[config.mk]
export PLATFORM = sky130hd
export DESIGN_NAME = multi_seven_seg_scan
export DESIGN_NICKNAME = d
export VERILOG_FILES = /design/src/rtl/multi_seven_seg_scan.sv
export SDC_FILE = /design/constraint.sdc
export NUM_CORES = 1
export LEC_CHECK = 0
export CAP_MARGIN = 30
export CORE_AREA = 2 2 94 96
export DETAILED_ROUTE_END_ITERATION = 6
export DIE_AREA = 0 0 96 98
export GPL_ROUTABILITY_DRIVEN = 0
export PLACE_DENSITY = 0.56
export SYNTH_ARGS = -nofsm -noshare
export SYNTH_HDL_FRONTEND = slang
export SYNTH_HIERARCHICAL = 1
export SYNTH_SLANG_ARGS = --single-unit
[constraint.sdc]
create_clock -name clk -period 2.6 [get_ports clk]
set_clock_uncertainty 0.05 [all_clocks]
set_input_delay 0.26 -clock clk [delete_from_list [all_inputs] [get_ports clk]]
set_output_delay 0.26 -clock clk [all_outputs]
set_load 0.01 [all_outputs]
[src/rtl/multi_seven_seg_scan.sv]
// multi_seven_seg_scan: time-multiplexed driver for an N-digit common-anode
// 7-segment display. A packed hex value, decimal points and blank mask are
// captured into shadow registers on `load`. The digits are then scanned one
// slot at a time. Each slot lasts 2**DIV_WIDTH clocks, and its first GUARD
// clocks are dark so that the previous digit cannot ghost into the next one.
// Ports:
//   clk, rst         clock, synchronous active-high reset
//   load             capture val/dp_in/blank into the shadow registers
//   val              packed nibbles, digit i = val[4i+3:4i], digit 0 rightmost
//   dp_in, blank     per-digit decimal point / force-dark
//   lz_en            suppress leading zeros (live input, not shadowed)
//   an, seg, dp      active-low board outputs, registered
//   digit_idx        digit index of the current slot

// Per-digit lane: hex -> {ca..cg} active-low pattern, plus a zero flag that
// feeds the leading-zero chain.
module multi_seven_seg_lane (
  input  logic [3:0] nib,
  output logic [6:0] seg7,
  output logic       is_zero
);
  always_comb begin
    unique case (nib)
      4'h0: seg7 = 7'b0000001;
      4'h1: seg7 = 7'b1001111;
      4'h2: seg7 = 7'b0010010;
      4'h3: seg7 = 7'b0000110;
      4'h4: seg7 = 7'b1001100;
      4'h5: seg7 = 7'b0100100;
      4'h6: seg7 = 7'b0100000;
      4'h7: seg7 = 7'b0001111;
      4'h8: seg7 = 7'b0000000;
      4'h9: seg7 = 7'b0000100;
      4'hA: seg7 = 7'b0001000;
      4'hB: seg7 = 7'b1100000;
      4'hC: seg7 = 7'b0110001;
      4'hD: seg7 = 7'b1000010;
      4'hE: seg7 = 7'b0110000;
      default: seg7 = 7'b0111000;
    endcase
    is_zero = (nib == 4'h0);
  end
endmodule

module multi_seven_seg_scan #(
  parameter  int NUM_DIGITS = 4,
  parameter  int DIV_WIDTH  = 5,
  parameter  int GUARD      = 1,
  localparam int IW         = (NUM_DIGITS > 1) ? $clog2(NUM_DIGITS) : 1
) (
  input  logic                    clk,
  input  logic                    rst,
  input  logic                    load,
  input  logic [4*NUM_DIGITS-1:0] val,
  input  logic [NUM_DIGITS-1:0]   dp_in,
  input  logic [NUM_DIGITS-1:0]   blank,
  input  logic                    lz_en,
  output logic [NUM_DIGITS-1:0]   an,
  output logic [6:0]              seg,
  output logic                    dp,
  output logic [IW-1:0]           digit_idx
);
  localparam logic [IW-1:0] LAST = IW'(NUM_DIGITS - 1);

  logic [DIV_WIDTH-1:0]           div;
  logic [NUM_DIGITS-1:0][3:0]     sh_val;
  logic [NUM_DIGITS-1:0]          sh_dp, sh_blank;

  logic [NUM_DIGITS-1:0][6:0]     lane_seg;
  logic [NUM_DIGITS-1:0]          lane_zero;
  // lead_zero[d]: nibbles d..NUM_DIGITS-1 are all zero
  logic [NUM_DIGITS-1:0]          lead_zero;
  logic                           guard_on, dark;
  logic [NUM_DIGITS-1:0]          an_nxt;
  logic [6:0]                     seg_nxt;
  logic                           dp_nxt;

  for (genvar g = 0; g < NUM_DIGITS; g++) begin : g_lane
    multi_seven_seg_lane u_lane (
      .nib     (sh_val[g]),
      .seg7    (lane_seg[g]),
      .is_zero (lane_zero[g])
    );
  end

  if (GUARD == 0) begin : g_noguard
    assign guard_on = 1'b0;
  end else begin : g_guard
    assign guard_on = (div < DIV_WIDTH'(GUARD));
  end

  always_comb begin
    lead_zero = '0;
    lead_zero[NUM_DIGITS-1] = lane_zero[NUM_DIGITS-1];
    for (int d = NUM_DIGITS - 2; d >= 0; d--)
      lead_zero[d] = lane_zero[d] & lead_zero[d+1];
  end

  // Digit 0 is exempt from suppression, so a zero value still shows "0".
  always_comb begin
    dark    = guard_on | sh_blank[digit_idx] |
              (lz_en & (digit_idx != '0) & lead_zero[digit_idx]);
    an_nxt  = '1;
    seg_nxt = 7'h7F;
    dp_nxt  = 1'b1;
    if (!dark) begin
      an_nxt[digit_idx] = 1'b0;
      seg_nxt           = lane_seg[digit_idx];
      dp_nxt            = ~sh_dp[digit_idx];
    end
  end

  always_ff @(posedge clk) begin
    if (rst) begin
      div       <= '0;
      digit_idx <= '0;
      sh_val    <= '0;
      sh_dp     <= '0;
      sh_blank  <= '0;
      an        <= '1;
      seg       <= 7'h7F;
      dp        <= 1'b1;
    end else begin
      div <= div + 1'b1;              // P is a power of two: wraps naturally
      if (&div)
        digit_idx <= (digit_idx == LAST) ? '0 : digit_idx + 1'b1;
      if (load) begin
        sh_val   <= val;
        sh_dp    <= dp_in;
        sh_blank <= blank;
      end
      an  <= an_nxt;
      seg <= seg_nxt;
      dp  <= dp_nxt;
    end
  end
endmodule
### After elaboration in Yosys (flattened, before gate mapping)

Memories as Yosys holds them, arrays and structs flattened. A register that Yosys moved wholly into a read port is not among the register bits.
Index checks and enable logic that the tools add are counted.

* flip-flop bits (word level): 43
* ROM bits: 448
* input port bits: 28
* output and inout bits: 14
* word-level logic and storage cells: 57
* memories: 4

Memories
* (no name shown): words 16, bits a word 7, rd ports 1, clocked after memory_dff 1, wr ports 0, line 23 `unique case (nib)`
* (no name shown): words 16, bits a word 7, rd ports 1, clocked after memory_dff 1, wr ports 0, line 23
* (no name shown): words 16, bits a word 7, rd ports 1, clocked after memory_dff 1, wr ports 0, line 23
* (no name shown): words 16, bits a word 7, rd ports 1, clocked after memory_dff 1, wr ports 0, line 23

* $add $sub $neg: 2
* magnitude comparators: 3
* eq/ne operators: 1
* mux-type cells: 19
* bitwise gates (word level): 9
* reductions and logical operators: 8

Operators by type and width (count)
* 4-bit two-way mux: 8
* 4-bit logical NOT: 4
* 7-bit binary-select mux with 2-bit select: 1
* 7-bit two-way mux: 1
* 1-bit binary-select mux with 2-bit select: 3
* 5-bit by 1-bit adder with 5-bit output (second input constant): 1
* 1-bit AND: 5
* 5-bit by 1-bit < comparator with 1-bit output (second input constant): 1
* 5-bit AND reduction: 1
* 1-bit two-way mux: 4
* 4-bit NOT: 1
* 2-bit by 3-bit < comparator with 1-bit output (second input constant): 1
* 2-bit by 1-bit adder with 2-bit output (second input constant): 1
* 1-bit demux with 2-bit select: 1
* 2-bit == test (second input constant): 1
* 2-bit by 1-bit >= comparator with 1-bit output (second input constant): 1
* 2-bit two-way mux: 1
* 1-bit bitwise OR: 2
* 2-bit nonzero test: 1
* 2-bit OR reduction: 1
* 1-bit logical AND: 1
* 1-bit NOT: 1

### Depth between registers and ports, before layout

Gate-level depths: netlist of the first run.

* depth in word-level cells: 9
* mapped depth: 8
* mapped depth without buffers: 8

### Modules after synthesis

Netlist of the first run, hierarchy kept.

By module, submodules not included
* multi_seven_seg_scan: times used 1, cells an instance 160, area each 1770.4 um2, seq. area each 860.8 um2
* multi_seven_seg_lane: times used 4, cells an instance 34, area each 277.8 um2, seq. area each 0.0 um2

### Worst setup path after synthesis of the first run

No wires, ideal clock.

* kind: flip-flop to flip-flop
* from: reg sh_val[12] (netlist bit)
* to: reg seg[3]
* arrival: 1.865 ns
* required time: 2.409 ns
* path slack: 0.544 ns
* cell stages (with the launch flop): 8
* buffers on the path: 0
* period minus slack after synthesis: 2.056 ns
* cells stage by stage: dfxtp_1 -> inv_1 -> ha_1 -> inv_1 -> mux4_2 -> mux4_2 -> clkinv_1 -> nand4_1

* word-level cells in the longest chain between the ends: 9

Ends and longest elaborated chain
* start, declared: line 66 `logic [NUM_DIGITS-1:0][3:0] sh_val;`
* start signal, assigned: line 128 `sh_val <= val;`
* 4-bit logical NOT *: line 41 `is_zero = (nib == 4'h0);`
* 1-bit AND (3 in a row): line 96 `lead_zero[d] = lane_zero[d] & lead_zero[d+1];`
* 1-bit binary-select mux with 2-bit select *: line 102 `(lz_en & (digit_idx != '0) & lead_zero[digit_idx]);`
* 1-bit two-way mux (implied by the code) *: line 102
* 1-bit AND *: line 102
* 1-bit bitwise OR *: line 101 `dark = guard_on | sh_blank[digit_idx] |`
* 2-bit OR reduction (no line) *
* end signal, assigned: line 133 `seg <= seg_nxt;`
* end, declared: line 59 `output logic [6:0] seg,`

Mark *: on every way between the ends. The rest lies on a longest branch, timed or not. The select of a mux whose other input is x is not followed.
A chain may end at the register's enable or synchronous reset.

### Worst setup path after layout of the first run

* from: reg sh_val[8] (netlist bit)
* to: reg seg[3]

* word-level cells in the longest chain between the ends: 9

Ends and longest elaborated chain (line)
* 4-bit logical NOT *: 41
* 1-bit AND *: 96
* 1-bit AND (2 in a row): 96
* 1-bit binary-select mux with 2-bit select *: 102
* 1-bit two-way mux (implied by the code) *: 102
* 1-bit AND *: 102
* 1-bit bitwise OR *: 101
* 2-bit OR reduction (no line) *

Marked as above.

==> results of run 1 <==
path summary, 6_finish.rpt:
kind	start	slack (ps)	cells after the start	to
max	sh_val[8]$_SDFFE_PP0P_	390	7	seg[3]$_SDFF_PP1_
min	div[0]$_SDFF_PP0_	430	1	div[0]$_SDFF_PP0_
max reg2reg	sh_val[8]$_SDFFE_PP0P_	390	7	seg[3]$_SDFF_PP1_
min reg2reg	div[0]$_SDFF_PP0_	430	1	div[0]$_SDFF_PP0_
layer usage:
layer,track usage,share of wire
met1,0.185,0.49
met2,0.215,0.47
met3,0.0185,0.029
met4,0.0516,0.015
met5,0,0
kinds of logic (layout without fill, tap and decap cells):
logic type,Yosys count,after routing
xor gates and xnor gates,2,2
AOI/OAI and AO/OA,29,29
and+or+nand+nor,84,84
DFF,43,43
buffers and inverters,40,77
muxes,64,64
adders and majority gates,34,34
power breakdown:
part / internal [mW] / leakage [nW] / switching (mW)
logic: 0.180 / 0.975 / 0.143
clock network: 0.188 / 0.0412 / 0.248
registers: 0.697 / 0.354 / 0.0509
total: 1.07 / 1.37 / 0.442
state kept, by name, summed over array words and instances, names as in the netlist:
register / count
sh_val: 16
seg: 7
div: 5
an: 4
sh_blank: 4
sh_dp: 4
digit_idx: 2
dp: 1
cell type report:
cell class                      instances  area, µm²  area share
Tap cell                              108        135      0.0393
Clock inverter                          2       12.5     0.00364
Inverter                               21       78.8      0.0229
Sequential cell                        43        861       0.250
Multi-Input combinational cell        213       1820       0.528
Timing Repair Buffer                   48        463       0.135
Clock buffer                            6       72.6      0.0211
metrics by stage:
step	setup slack [ps]	instances	hold WS [ps]	utilization
2_1_floorplan	544	296	282	-
3_3_place_gp	436	433	407	0.396
3_5_place_dp	390	433	414	0.396
4_1_cts	387	441	437	0.406
5_1_grt	279	441	472	0.406
6_report	394	441	430	0.406
cells in the mapped netlist:
| master | n |
|---|---|
| nand2b_1 | 8 |
| dfxtp_1 | 43 |
| buf_2 | 8 |
| nor3b_1 | 4 |
| buf_6 | 6 |
| nor2_1 | 50 |
| nand2_1 | 4 |
| a211o_1 | 1 |
| ha_1 | 34 |
| clkbuf_1 | 5 |
| inv_1 | 14 |
| o21ai_1 | 8 |
| inv_2 | 1 |
| and3_2 | 1 |
| clkinv_1 | 6 |
| o22a_1 | 1 |
| mux2i_1 | 51 |
| xor2_1 | 1 |
| mux4_2 | 12 |
| xnor2_1 | 1 |
| nand3b_1 | 1 |
| nand3_1 | 1 |
| o211ai_1 | 4 |
| mux2_1 | 1 |
| o21ai_0 | 1 |
| a32o_1 | 4 |
| a21oi_1 | 10 |
| nand4_1 | 12 |
| or4_1 | 1 |
| nor2b_1 | 2 |
==> reports/metrics.cfg, run 1 <==
[floorplan]
dieHeight_um = 98
fp.dieW_um = 96
die_area_um2 = 9410
std_cell_rows = 34
floorplan.core_area_um2 = 8470
initial_core_util = 0.340
io_pins = 42

[logic_synthesis]
avgSynthCellArea_um2 = 9.73
syn-cell-area_um2 = 2880
synth-xor-area-share = 0.00608
synthesis.instances = 296
synth_top_family_by_area = multiplexers
syn-num-nets = 358
synthAdderAreaFrac = 0.148
synth_top_area_cell = dfxtp_1
synth_top_cell_area_share = 0.299
synthSimpleGateAreaFrac = 0.138
synth_cell_type_count = 30
ys_seq_area_frac = 0.299
ys_ff_latch = 43
muxShareOfSynthArea = 0.275
synth_compound_area_frac = 0.0634
ys_top_cells_by_area = dfxtp_1 (30%), mux2i_1 (18%), ha_1 (15%), mux4_2 (9.4%), nor2_1 (6.5%)
ys_warn_count = 6

[power_and_ir_drop]
ir_drop_mv = 0.172
power_density_nw_per_um2 = 439
p_leak_nw = 1.37
total_power_mw = 1.51

[global_route]
grt_pass1_wl_um = 10200
grt_usage = 0.135
grt_max_degree = 25
antenna_found_initial = 0
grt_overflow = 0
grt_pass1_vias = 2115

[layout]
final_common_cell = mux2i_1
final_layout_size_suffix_gt1_frac = 0.0841
fillers = 862
fin_nets = 394
area_growth_pct = 19.3
final_cell_mix = mux2i_1 (51), nor2_1 (50), dfxtp_1 (43)
design_area_um2 = 3440
diodes = 0

[worst_setup_path]
crit_buf_inv = 3
path_cells = inv_1, ha_1, inv_1, mux4_2, mux4_2, clkinv_1, nand4_1
cp_slowest_stage_delay_ps = 470
crit_path_end_kind = flip-flop
cpLargestDelayFamily = multiplexers
critPathKind = flip-flop to flip-flop
path_max_fanout = 8
cp.arrival_ps = 2330
critPathRequiredTime_ps = 2720
critPathLaunchType = flip-flop
cp_slowest_cell = dfxtp_1

[routing]
drt-initial-drc-count = 165
wl_um = 5910
firstDrtPassIters = 4
avgViaCountPerCell = 4.87
route.detailed.drc = 0
routed-via-count = 2149
detail-route-antenna-nets = 0
wl_per_cell_um = 13.4

[timing]
max_slew_margin = 0.619
hold_violations = 0
finalSetupTns_ps = 0
drv_slew = 0
post-route-period-util = 0.848
fmax_mhz = 453
fin_crit_ps = 2210
rsz0062_at_grt = false
finalSetupViolCount = 0
worstMarginPinSlew_ps = 571

[placement]
postPlaceCellArea_um2 = 3350
hpwl_um = 4450
port_buffers = 41

[clocking]
cts_hold_buf = 0
insertion_delay_ps = 300
clockBufferDepth = 2
htreeDepth = 2
ctsRootBufferMaster = clkbuf_8
cts_resized = 0
cts-buffers-inserted = 5
clk_pin_slew_ps = 90
cts_setup_buffers = 0
cts_tree = built
cts_num_sinks = 43

[min_path]
hold_path_class = flip-flop to flip-flop

[job]
maxCapViolCount = 0

[status]
status = finished clean

Note: power is estimated with default switching activity, not from simulation.
==> run 2, diff against run 1 <==
--- a/config.mk
+++ b/config.mk
@@ -10,7 +10,7 @@
 export DETAILED_ROUTE_END_ITERATION = 6
 export DIE_AREA = 0 0 96 98
 export GPL_ROUTABILITY_DRIVEN = 0
-export PLACE_DENSITY = 0.56
+export PLACE_DENSITY = 0.58
 export SYNTH_ARGS = -nofsm -noshare
 export SYNTH_HDL_FRONTEND = slang
 export SYNTH_HIERARCHICAL = 1
==> constraint.sdc (replaced) <==
create_clock -name clk -period 2 [get_ports clk]
set_clock_uncertainty 0.05 [all_clocks]
set_input_delay 0.2 -clock clk [delete_from_list [all_inputs] [get_ports clk]]
set_output_delay 0.2 -clock clk [all_outputs]
set_load 0.01 [all_outputs]
==> reports/metrics.cfg, run 2 (same netlist as run 1, synthesis figures left out) <==
[timing]
drv_slew = 0
max_slew_margin = 0.695
worstMarginPinSlew_ps = 456
post-route-period-util = 0.991
finalSetupViolCount = 0
fin_hold_ws_ps = 426
hold_violations = 0
rsz0062_at_grt = true
fmax_mhz = 504
fin_crit_ps = 1980
worst_slack_ps = 17.7

[global_route]
grt_overflow = 0
globalRouteMet1Util = 0.188
antenna_found_initial = 0
grt_pass1_wl_um = 10600
use_met2 = 0.237
grtUsageMet3 = 0.0255
grt_pass1_vias = 2181
busiest_layer = met2
grt_usage = 0.142
grt_max_degree = 32

[routing]
drt-initial-drc-count = 57
routed-via-count = 2212
wl_um = 6240
route.detailed.drc = 0
detail-route-antenna-nets = 0
avgViaCountPerCell = 4.80
wl_per_cell_um = 13.5
firstDrtPassIters = 4

[placement]
postPlaceCellArea_um2 = 3540
port_buffers = 41
place_ws_ps = -6.17
hpwl_um = 4770

[worst_setup_path]
critPathRequiredTime_ps = 2120
r2r_cells = 7
reg2reg_to = seg[3]$_SDFF_PP1_
crit_path_end_kind = flip-flop
cp.arrival_ps = 2100
cp-endpoint = seg[3]$_SDFF_PP1_
critPathKind = flip-flop to flip-flop
critPathLaunchType = flip-flop
path_max_fanout = 3
r2r_slack_ps = 20
rr_startpoint = sh_val[0]$_SDFFE_PP0P_
startpoint = sh_val[0]$_SDFFE_PP0P_

[layout]
fillers = 851
postLayoutCoreUtil = 0.429
design_area_um2 = 3630
final_cell_mix = mux2i_1 (51), nor2_1 (50), clkdlybuf4s50_1 (41)
largest-register = sh_val
multi_input_area_um2 = 1820
diodes = 0
final_layout_size_suffix_gt1_frac = 0.178
largest_reg_flops = 16
area_growth_pct = 26.1
regArea_um2 = 873
reg.largest.list = sh_val (16), seg (7), div (5)
fin_nets = 414
final_common_cell = mux2i_1

[clocking]
cts_hold_buf = 0
insertion_delay_ps = 300
cts_num_sinks = 43
clockBufferDepth = 2
ctsRootBufferMaster = clkbuf_8
cts-buffers-inserted = 5
cts_tree = built
htreeDepth = 2
clk_pin_slew_ps = 80

[floorplan]
fp.dieW_um = 96
floorplan.core_area_um2 = 8470
io_pins = 42
die_area_um2 = 9410
std_cell_rows = 34
dieHeight_um = 98
initial_core_util = 0.340

[status]
status = finished clean

[power_and_ir_drop]
ir_drop_mv = 0.243
power_density_nw_per_um2 = 547
p_leak_nw = 1.49

[job]
maxCapViolCount = 0

[min_path]
hold_path_class = flip-flop to flip-flop

-- run 2: cell count changes in the layout (fill, tap and decap cells not counted), sizes merged --
cell / before / now
buf: 7 / 27
-- run 2: layer usage --
metal  wire [µm]  part of all wire
met1        3020              0.48
met2        3000              0.48
met3         160             0.026
met4          55            0.0088
met5           0                 0
-- run 2: critical path, cell delays in order (launching register included) --
cell and delay (ps):
dfxtp_2 330, inv_1 70, ha_1 280, inv_1 50
mux4_2 480, mux4_2 460, clkinv_1 50, nand4_1 80
-- run 2: final cells by class --
| class | instances | area share |
|---|---|---|
| timing repair buffer | 68 | 0.176 |
| inverter | 21 | 0.0224 |
| clock inverter | 2 | 0.00344 |
| sequential | 43 | 0.240 |
| clock buffer | 6 | 0.0200 |
| multi-input combinational | 213 | 0.501 |
| tap | 108 | 0.0372 |
-- run 2: stage by stage --
stage | setup TNS (ps) | total power, mW | std cells
2_1_floorplan | 0 | 1.27 | 296
3_3_place_gp | 0 | 1.45 | 453
3_5_place_dp | -6.17 | 1.46 | 453
4_1_cts | 0 | 2.03 | 461
5_1_grt | -36.1 | 2.12 | 461
6_report | 0 | 1.99 | 461
-- run 2: worst min-delay path by stage --
| stage | from | slack, ps | end | depth (start not counted) |
|---|---|---|---|---|
| after floorplan | rst | 220 | div[4]$_SDFF_PP0_ | 1 |
| after global placement | div[0]$_SDFF_PP0_ | 400 | div[0]$_SDFF_PP0_ | 1 |
| after detailed placement | div[0]$_SDFF_PP0_ | 410 | div[0]$_SDFF_PP0_ | 1 |
| after CTS | div[0]$_SDFF_PP0_ | 430 | div[0]$_SDFF_PP0_ | 1 |
| after global routing | val[9] | 450 | sh_val[9]$_SDFFE_PP0P_ | 3 |
| final | div[0]$_SDFF_PP0_ | 430 | div[0]$_SDFF_PP0_ | 1 |
-- run 2: power by group --
part	internal, mW	switching [mW]
clock	0.244	0.302
sequential	0.908	0.0419
combinational	0.267	0.225
-- run 2: what timing repair did --
action / CTS / global route
buffers inserted: 0 / 0
endpoints found under the setup margin: 1 / 11
pin swaps: 0 / 1
gates cloned: 0 / 0
resized for setup: 3 / 6
==> run 3, diff against run 2 <==
--- a/config.mk
+++ b/config.mk
@@ -7,6 +7,7 @@
 export LEC_CHECK = 0
 export CAP_MARGIN = 30
 export CORE_AREA = 2 2 94 96
+export CTS_CLUSTER_SIZE = 40
 export DETAILED_ROUTE_END_ITERATION = 6
 export DIE_AREA = 0 0 96 98
 export GPL_ROUTABILITY_DRIVEN = 0
==> results of run 3 <==
The final DEF is identical to that of run 2; final timing and power are the same.
